File: src/rtl/axis_pkt_gen_pkg.sv
`default_nettype none
// ============================================================================
// Module      : axis_pkt_gen_pkg
// Description : Shared types and constants for the AXI-Stream packet
//               generator: FSM state encoding, default widths and the
//               beat/data increment step.
// Revision    : 1.0 - initial release
// ============================================================================
package axis_pkt_gen_pkg;

  // Generator FSM states; GAP is only reachable when inter-packet gaps
  // are compiled in.
  typedef enum logic [1:0] {
    ST_IDLE = 2'd0,
    ST_SEND = 2'd1,
    ST_GAP  = 2'd2,
    ST_DONE = 2'd3
  } state_t;

  localparam int C_DEF_DATA_WIDTH = 16;
  localparam int C_DEF_LEN_WIDTH  = 16;
  localparam int C_DEF_CNT_WIDTH  = 16;
  localparam int C_DEF_GAP_WIDTH  = 8;

  // Step applied to the data pattern, beat index and packet counter.
  localparam int C_BEAT_INC = 1;

endpackage : axis_pkt_gen_pkg
`default_nettype wire

File: src/rtl/axis_pkt_gen.sv
`default_nettype none
// ============================================================================
// Module      : axis_pkt_gen
// Description : AXI-Stream packet transmitter. On a start pulse emits
//               pkt_count packets of pkt_len beats carrying an incrementing
//               data pattern from seed, with TLAST on each packet's final
//               beat, under full downstream backpressure.
//               Optional macro AXIS_PKT_GEN_GAP_EN adds the gap_cycles input
//               and a GAP state that idles the stream between packets.
// Revision    : 1.0 - initial release
// ============================================================================
module axis_pkt_gen
  import axis_pkt_gen_pkg::*;
#(
`ifdef AXIS_PKT_GEN_GAP_EN
  parameter int P_GAP_WIDTH  = C_DEF_GAP_WIDTH,
`endif
  parameter int P_DATA_WIDTH = C_DEF_DATA_WIDTH,
  parameter int P_LEN_WIDTH  = C_DEF_LEN_WIDTH,
  parameter int P_CNT_WIDTH  = C_DEF_CNT_WIDTH
) (
`ifdef AXIS_PKT_GEN_GAP_EN
  input  logic [P_GAP_WIDTH-1:0]  gap_cycles,
`endif
  input  logic                    clk,
  input  logic                    rst,
  input  logic                    start,
  input  logic [P_LEN_WIDTH-1:0]  pkt_len,
  input  logic [P_CNT_WIDTH-1:0]  pkt_count,
  input  logic [P_DATA_WIDTH-1:0] seed,
  output logic                    busy,
  output logic                    done,
  output logic [P_CNT_WIDTH-1:0]  pkts_sent,
  output logic                    M_AXIS_T_VALID,
  input  logic                    M_AXIS_T_READY,
  output logic [P_DATA_WIDTH-1:0] M_AXIS_T_DATA,
  output logic                    M_AXIS_T_LAST
);

  state_t                  r_state;
  state_t                  w_next_state;

  logic [P_LEN_WIDTH-1:0]  r_len;
  logic [P_CNT_WIDTH-1:0]  r_count;
  logic [P_DATA_WIDTH-1:0] r_data;
  logic [P_LEN_WIDTH-1:0]  r_beat;
  logic [P_CNT_WIDTH-1:0]  r_pkts;

`ifdef AXIS_PKT_GEN_GAP_EN
  logic [P_GAP_WIDTH-1:0]  r_gap;
  logic [P_GAP_WIDTH-1:0]  r_gap_cnt;
`endif

  logic                    w_xfer;
  logic                    w_last_beat;
  logic [P_CNT_WIDTH-1:0]  w_pkts_inc;
  logic                    w_final_pkt;
  logic                    w_empty_run;

  // Transfer qualifiers; VALID comes purely from state, so READY never
  // feeds back into VALID. pkt_len-1 is only meaningful for pkt_len>=1,
  // which SEND guarantees.
  assign w_xfer      = (r_state == ST_SEND) && M_AXIS_T_READY;
  assign w_last_beat = (r_beat == (r_len - P_LEN_WIDTH'(C_BEAT_INC)));
  assign w_pkts_inc  = r_pkts + P_CNT_WIDTH'(C_BEAT_INC);
  assign w_final_pkt = (w_pkts_inc == r_count);
  assign w_empty_run = (pkt_len == '0) || (pkt_count == '0);

  // State register; reset aborts any run in progress.
  always_ff @(posedge clk) begin
    if (!rst) r_state <= ST_IDLE;
    else      r_state <= w_next_state;
  end

  // Next-state decode.
  always_comb begin
    w_next_state = r_state;
    case (r_state)
      ST_IDLE: begin
        if (start) w_next_state = w_empty_run ? ST_DONE : ST_SEND;
      end
      ST_SEND: begin
        if (w_xfer && w_last_beat) begin
          if (w_final_pkt) begin
            w_next_state = ST_DONE;
          end else begin
`ifdef AXIS_PKT_GEN_GAP_EN
            w_next_state = (r_gap != '0) ? ST_GAP : ST_SEND;
`else
            w_next_state = ST_SEND;
`endif
          end
        end
      end
      ST_GAP: begin
`ifdef AXIS_PKT_GEN_GAP_EN
        if (r_gap_cnt == '0) w_next_state = ST_SEND;
`else
        w_next_state = ST_IDLE;
`endif
      end
      ST_DONE: w_next_state = ST_IDLE;
      default: w_next_state = ST_IDLE;
    endcase
  end

  // Run parameters, data pattern, beat index and packet counter.
  always_ff @(posedge clk) begin
    if (!rst) begin
      r_len   <= '0;
      r_count <= '0;
      r_data  <= '0;
      r_beat  <= '0;
      r_pkts  <= '0;
    end else begin
      if (r_state == ST_IDLE && start) begin
        r_len   <= pkt_len;
        r_count <= pkt_count;
        r_data  <= seed;
        r_beat  <= '0;
        r_pkts  <= '0;
      end else if (w_xfer) begin
        // Pattern runs continuously across packet boundaries.
        r_data <= r_data + P_DATA_WIDTH'(C_BEAT_INC);
        if (w_last_beat) begin
          r_beat <= '0;
          r_pkts <= w_pkts_inc;
        end else begin
          r_beat <= r_beat + P_LEN_WIDTH'(C_BEAT_INC);
        end
      end
    end
  end

`ifdef AXIS_PKT_GEN_GAP_EN
  // Gap length latch and countdown; loading gap-1 yields exactly gap
  // cycles in GAP before returning to SEND.
  always_ff @(posedge clk) begin
    if (!rst) begin
      r_gap     <= '0;
      r_gap_cnt <= '0;
    end else begin
      if (r_state == ST_IDLE && start) begin
        r_gap <= gap_cycles;
      end
      if (w_xfer && w_last_beat) begin
        r_gap_cnt <= r_gap - P_GAP_WIDTH'(C_BEAT_INC);
      end else if (r_state == ST_GAP && r_gap_cnt != '0) begin
        r_gap_cnt <= r_gap_cnt - P_GAP_WIDTH'(C_BEAT_INC);
      end
    end
  end
`endif

  assign M_AXIS_T_VALID = (r_state == ST_SEND);
  assign M_AXIS_T_LAST  = (r_state == ST_SEND) && w_last_beat;
  assign M_AXIS_T_DATA  = r_data;
  assign busy           = (r_state == ST_SEND) || (r_state == ST_GAP);
  assign done           = (r_state == ST_DONE);
  assign pkts_sent      = r_pkts;

endmodule : axis_pkt_gen
`default_nettype wire

File: config.mk
export PLATFORM = sky130hd
export DESIGN_NAME = axis_pkt_gen
export DESIGN_NICKNAME = d
export VERILOG_FILES = /design/src/rtl/axis_pkt_gen_pkg.sv /design/src/rtl/axis_pkt_gen.sv
export SDC_FILE = /design/constraint.sdc
export NUM_CORES = 1
export LEC_CHECK = 0
export ABC_CLOCK_PERIOD_IN_PS = 4500
export CAP_MARGIN = 10
export CORE_MARGIN = 2
export CORE_UTILIZATION = 53
export CTS_CLUSTER_DIAMETER = 100
export DETAILED_ROUTE_END_ITERATION = 10
export GPL_TIMING_DRIVEN = 0
export PLACE_DENSITY_LB_ADDON = 0.12
export SLEW_MARGIN = 30
export SYNTH_ARGS = -nofsm -noshare
export SYNTH_HDL_FRONTEND = slang
export SYNTH_SLANG_ARGS = --single-unit
File: constraint.sdc
create_clock -name clk -period 4.5 [get_ports clk]
set_input_delay 1.125 -clock clk [delete_from_list [all_inputs] [get_ports clk]]
set_output_delay 1.125 -clock clk [all_outputs]
set_load 0.03 [all_outputs]
* After elaboration in Yosys (flattened, before gate mapping) *
Cells that the tools add are included.

storage, ports and cells
  flip-flop bits (word level) = 82
  bits of input ports = 52
  output and inout bits = 36
  word-level logic and storage cells = 40

operators by class
  add/subtract/negate cells = 4
  equal/unequal tests = 7
  mux-type cells = 8
  bitwise operators = 1
  reduce and logical (&&, ||, !) cells = 14

operators by type and width
  kind                                                    number
  adder 16 x 1 -> 16 bit (second input constant)          3
  two-way mux 16 bit                                      3
  == test 16 bit                                          2
  logical NOT 16 bit                                      2
  subtractor 16 x 1 -> 16 bit (second input constant)     1
  two-way mux 2 bit                                       4
  one-hot mux 2 bit (3 select lines)                      1
  == test 2 bit (second input constant)                   2
  logical AND 1 bit                                       4
  AND reduction 2 bit                                     2
  OR reduction 2 bit                                      2
  == test 2 x 1 -> 1 bit (second input constant)          1
  logical NOT 2 bit                                       1
  logical OR 1 bit                                        2
  inequality test 2 x 1 -> 1 bit (second input constant)  1
  inequality test 2 bit (second input constant)           1
  nonzero test 2 bit                                      1
  inverter 1 bit                                          1

* Logic depth before layout (Yosys ltp) *
Gate-level depths: netlist of run 1.

  word-level depth = 5
  mapped depth = 11
  depth with buffers taken out = 9

* Worst setup path after synthesis of run 1 *
No wires, ideal clock.

  path type = register to output
  start point = reg r_len[4]
  end point = out M_AXIS_T_LAST
  data arrival time = 3118 ps
  data required time = 3375 ps
  slack = 257 ps
  cell stages (with the launch flop) = 10
  path buffers = 3
  cell sequence = dfxtp_1 clkbuf_1 nor4_1 nand4_1 xnor2_1 or4_1 or4_1 buf_2 clkbuf_1 nor2_1

between the ends
  longest elaborated chain between the ends = 3

ends and longest elaborated chain
  item                         line                 text
  start: declaration           axis_pkt_gen.sv:43   logic [P_LEN_WIDTH-1:0] r_len;
  start signal: assignment     axis_pkt_gen.sv:117  r_len <= pkt_len;
  subtractor 16 x 1 -> 16 bit  axis_pkt_gen.sv:64   assign w_last_beat = (r_beat == (r_len - P_LEN_WIDTH'(C_BEAT_INC)));
  == test 16 bit               axis_pkt_gen.sv:64
  logical AND 1 bit            axis_pkt_gen.sv:156  assign M_AXIS_T_LAST = (r_state == ST_SEND) && w_last_beat;
  end: declaration             axis_pkt_gen.sv:37   output logic M_AXIS_T_LAST

No other way between the ends.

* Worst setup path after layout of run 1 *
  start point = reg r_len[5]
  end point = out M_AXIS_T_LAST

The elaborated chain is that of the path after synthesis.

==> metrics.md, run 1 <==
| Metric | Value |
|---|---|
| Pwr Density | `291.8 nW/um^2` |
| Clk buf depth | `2` |
| Sequential area share after synthesis | `0.3362` |
| Flops & latches, synth | `82` |
| Max_cap viols | `0` |
| Tightest Hold Check Type | `flop to flop` |
| Pre-antenna DRT Iters | `5` |
| Synth area leader | `dfxtp_1` |
| Mapped Area | `4882 sq um` |
| Skew-Pair Late Insertion Delay | `0.35 ns` |
| Capturing point of the worst reg2reg path | `pkts_sent[14]` |
| Number of DRC markers in iteration 0 | `234` |
| TritonCTS Buffers | `9` |
| Cell leakage power | `2.292 nW` |
| Clock Power Share | `0.302` |
| Worst path required time | `3.38 ns` |
| WHS | `0.4870 ns` |
| Slew HR | `0.4875` |
| Clk root buf | `clkbuf_8` |
| Sequential fraction of design power | `0.455` |
| Reg2reg setup slack | `0.95 ns` |
| DRC Markers | `0` |
| EDFF count, synth | `0` |
| Critical path class | `flop to primary output` |
| Final GP Congestion | `0.9163` |
| Synth-to-layout area growth | `26.17%` |
| Gr usage total | `0.2702` |
| Ys flop type | `dfxtp_1` |
| Place WS | `-0.7193 ns` |
| CTS tree | `yes` |
| Gate Count Post-Synth | `618` |
| Reg2reg path depth | `10` |
| Status | `completed` |
| Slew @ Worst Pin | `0.7624 ns` |
| Site Rows | `35` |
| Final period util | `0.9729` |
| Clock tree sinks | `82` |
| Post-synthesis net count | `678` |
| Vias in the first global route | `4595` |
| First-pass GRT wire length | `21850 um` |
| Chip height | `99.98 um` |
| RR Startpoint | `r_len[0]` |
| Power share of the combinational group | `0.243` |
| Mean area per synthesized cell | `7.900 sq um` |
| WP data arrival | `3.25 ns` |
| Core Box Area | `9065 sq um` |
| Netlist cell types | `53` |
| Vias | `4818` |
| Fin Clk Skew | `0.009845 ns` |
| Die W | `99.98 um` |
| Post CTS Setup Buffer Count | `0` |
| Worst setup EP type | `primary output` |
| Ys Warns | `0` |
| Startpoint types | `flop` |
| Final WS setup | `0.1220 ns` |
| Post-CTS Hold Buffers | `0` |
| Initial antenna violation count | `0` |
| Switch Pwr | `0.5658 mW` |
| H-tree depth | `3` |
| Fin crit period | `4.378 ns` |
| Diode count | `0` |
| Async SR Flop Fraction | `0` |
| FILL cells | `767` |
| Routed length per instance | `16.30 um` |
| Max FO, Critical Path | `19` |
| Layout cells sized above 1 | `0.05021` |
| Int Pwr | `1.232 mW` |
| Nets | `773` |
| Routed Antenna Nets | `0` |
| Total grt overflow | `0` |
| Largest net degree at the start of global routing | `20` |
| Max rail drop VDD | `0.0001829 V` |
| Synth top area share | `0.3362` |
| Fin. max-slew vios | `0` |
| TNS Setup | `0 ns` |
| Port bufs | `86` |
| Hold wc startpoint | `r_count[3]` |
| Routed vias/inst | `5.819` |
| Hold EP | `r_count[3]` |
| F_max | `228.4 MHz` |
| Hold depth | `2` |
| Final hold vios | `0` |
| Total Power | `1.797 mW` |
| Routed WL | `13500 um` |
| Starting density of the core | `0.5386` |
| Most frequent cells after synthesis | `122 x nand2_1, 82 x dfxtp_1, 35 x clkbuf_1` |
| Count leader, synth | `nand2_1` |
| Ports | `88` |
| Final core utilization | `0.6795` |
| Switching share of power | `0.3148` |
| Die area | `9995 sq um` |
| Largest cells by area after synthesis | `dfxtp_1 34%, nand2_1 9.4%, xnor2_1 5.6%, xor2_1 5.6%, a21boi_0 5.2%` |
| Final setup vio count | `0` |
| CTS clk-pin slew, worst paths | `0.08 ns` |
| HPWL after DPL | `10280 um` |
==> kinds of logic after synthesis <==
| kind of cell | after synthesis | synth area share |
|---|---|---|
| and+or+nand+nor | 291 | 0.2975 |
| buffers and inverters | 53 | 0.04152 |
| adders and majority gates | 8 | 0.02050 |
| xor gates and xnor gates | 62 | 0.1112 |
| AOI/OAI and AO/OA | 116 | 0.1807 |
| DFF | 82 | 0.3362 |
| muxes | 6 | 0.01230 |
==> timing repair <==
item                                   in CTS  in global routing
resized for setup                           8                 15
setup endpoints to repair                   1                  1
pin swaps                                   0                  3
endpoints found under the hold margin       0                  0
==> per-stage QoR <==
| stage | instance area, sq um | instances |
|---|---|---|
| global placement | 5882 | 815 |
| finish | 6160 | 828 |
| CTS | 6083 | 828 |
| global route | 6160 | 828 |
| detailed placement | 5888 | 815 |
| floorplan | 4882 | 618 |
==> layout by cell type (no fill, tap or decap), drive strengths merged, types with 7 or more instances in the layout <==
master,count
nor4,19
o31ai,8
buf,7
a21oi,15
ha,8
nand4,20
or4,14
nand2,122
clkbuf,44
dfxtp,82
o211a,19
clkdlybuf4s50,85
nor2,33
a21boi,34
inv,12
xor2,31
o21ai,11
nor3,14
nand2b,7
xnor2,31
nand3,23
==> worst max path at each step <==
| stage | slack [ns] | from | to | depth (start not counted) |
|---|---|---|---|---|
| 5_1_grt | -0.007 | r_len[5] | M_AXIS_T_LAST | 8 |
| 3_5_place_dp | -0.72 | r_len[4] | M_AXIS_T_LAST | 10 |
| 6_report | 0.12 | r_len[5] | M_AXIS_T_LAST | 8 |
| 3_3_place_gp | -0.62 | r_len[0] | M_AXIS_T_LAST | 11 |
| 4_1_cts | 0.01 | r_len[2] | M_AXIS_T_LAST | 9 |
| 2_1_floorplan | 0.26 | r_len[4] | M_AXIS_T_LAST | 9 |
==> registers in the layout, indices dropped and copies added (netlist names) <==
| signal | cells |
|---|---|
| r_len | 16 |
| r_beat | 16 |
| M_AXIS_T_DATA | 16 |
| r_state | 2 |
| pkts_sent | 16 |
| r_count | 16 |
==> per-layer routing <==
layer | wire length, um | GRT usage | up-vias
met5 | 0 | 0 | -
met4 | 320 | 0.09378 | 0
met3 | 1025 | 0.05850 | 26
met2 | 6248 | 0.4418 | 176
met1 | 5901 | 0.3548 | 2218
li1 | - | - | 2398
==> worst max-delay path: stages (launching register included) <==
cell and delay, ns:
dfxtp_1 0.41, or4_1 0.60, or4_4 0.53, nor4b_4 0.28, nor3_4 0.09, or4_4 0.55
buf_8 0.17, nor2_1 0.09, buf_4 0.17
==> power groups by stage <==
| stage | logic (mW) | registers (mW) | clock network [mW] |
|---|---|---|---|
| floorplan | 0.238 | 0.849 | 0 |
| global placement | 0.407 | 0.827 | 0 |
| detailed placement | 0.419 | 0.829 | 0 |
| CTS | 0.421 | 0.815 | 0.554 |
| global route | 0.475 | 0.824 | 0.584 |
| finish | 0.437 | 0.817 | 0.543 |
==> layout make-up <==
type	count	area [sq um]	area share
Buffer	39	160.2	0.02600
Clock buffer	11	141.4	0.02295
Clock inverter	4	52.55	0.008531
Inverter	12	45.04	0.007313
Multi-Input combinational cell	483	3120	0.5066
Sequential cell	82	1643	0.2667
Tap cell	111	138.9	0.02255
Timing Repair Buffer	86	858.3	0.1393
(Power assumes the default switching activity.)
==> run 2, diff against run 1 <==
--- a/config.mk
+++ b/config.mk
@@ -9,7 +9,7 @@
 export CAP_MARGIN = 10
 export CORE_MARGIN = 2
 export CORE_UTILIZATION = 53
-export CTS_CLUSTER_DIAMETER = 100
+export CTS_CLUSTER_DIAMETER = 40
 export DETAILED_ROUTE_END_ITERATION = 10
 export GPL_TIMING_DRIVEN = 0
 export PLACE_DENSITY_LB_ADDON = 0.12
==> results of run 2 <==
The final DEF is identical to that of run 1; final timing and power are the same.
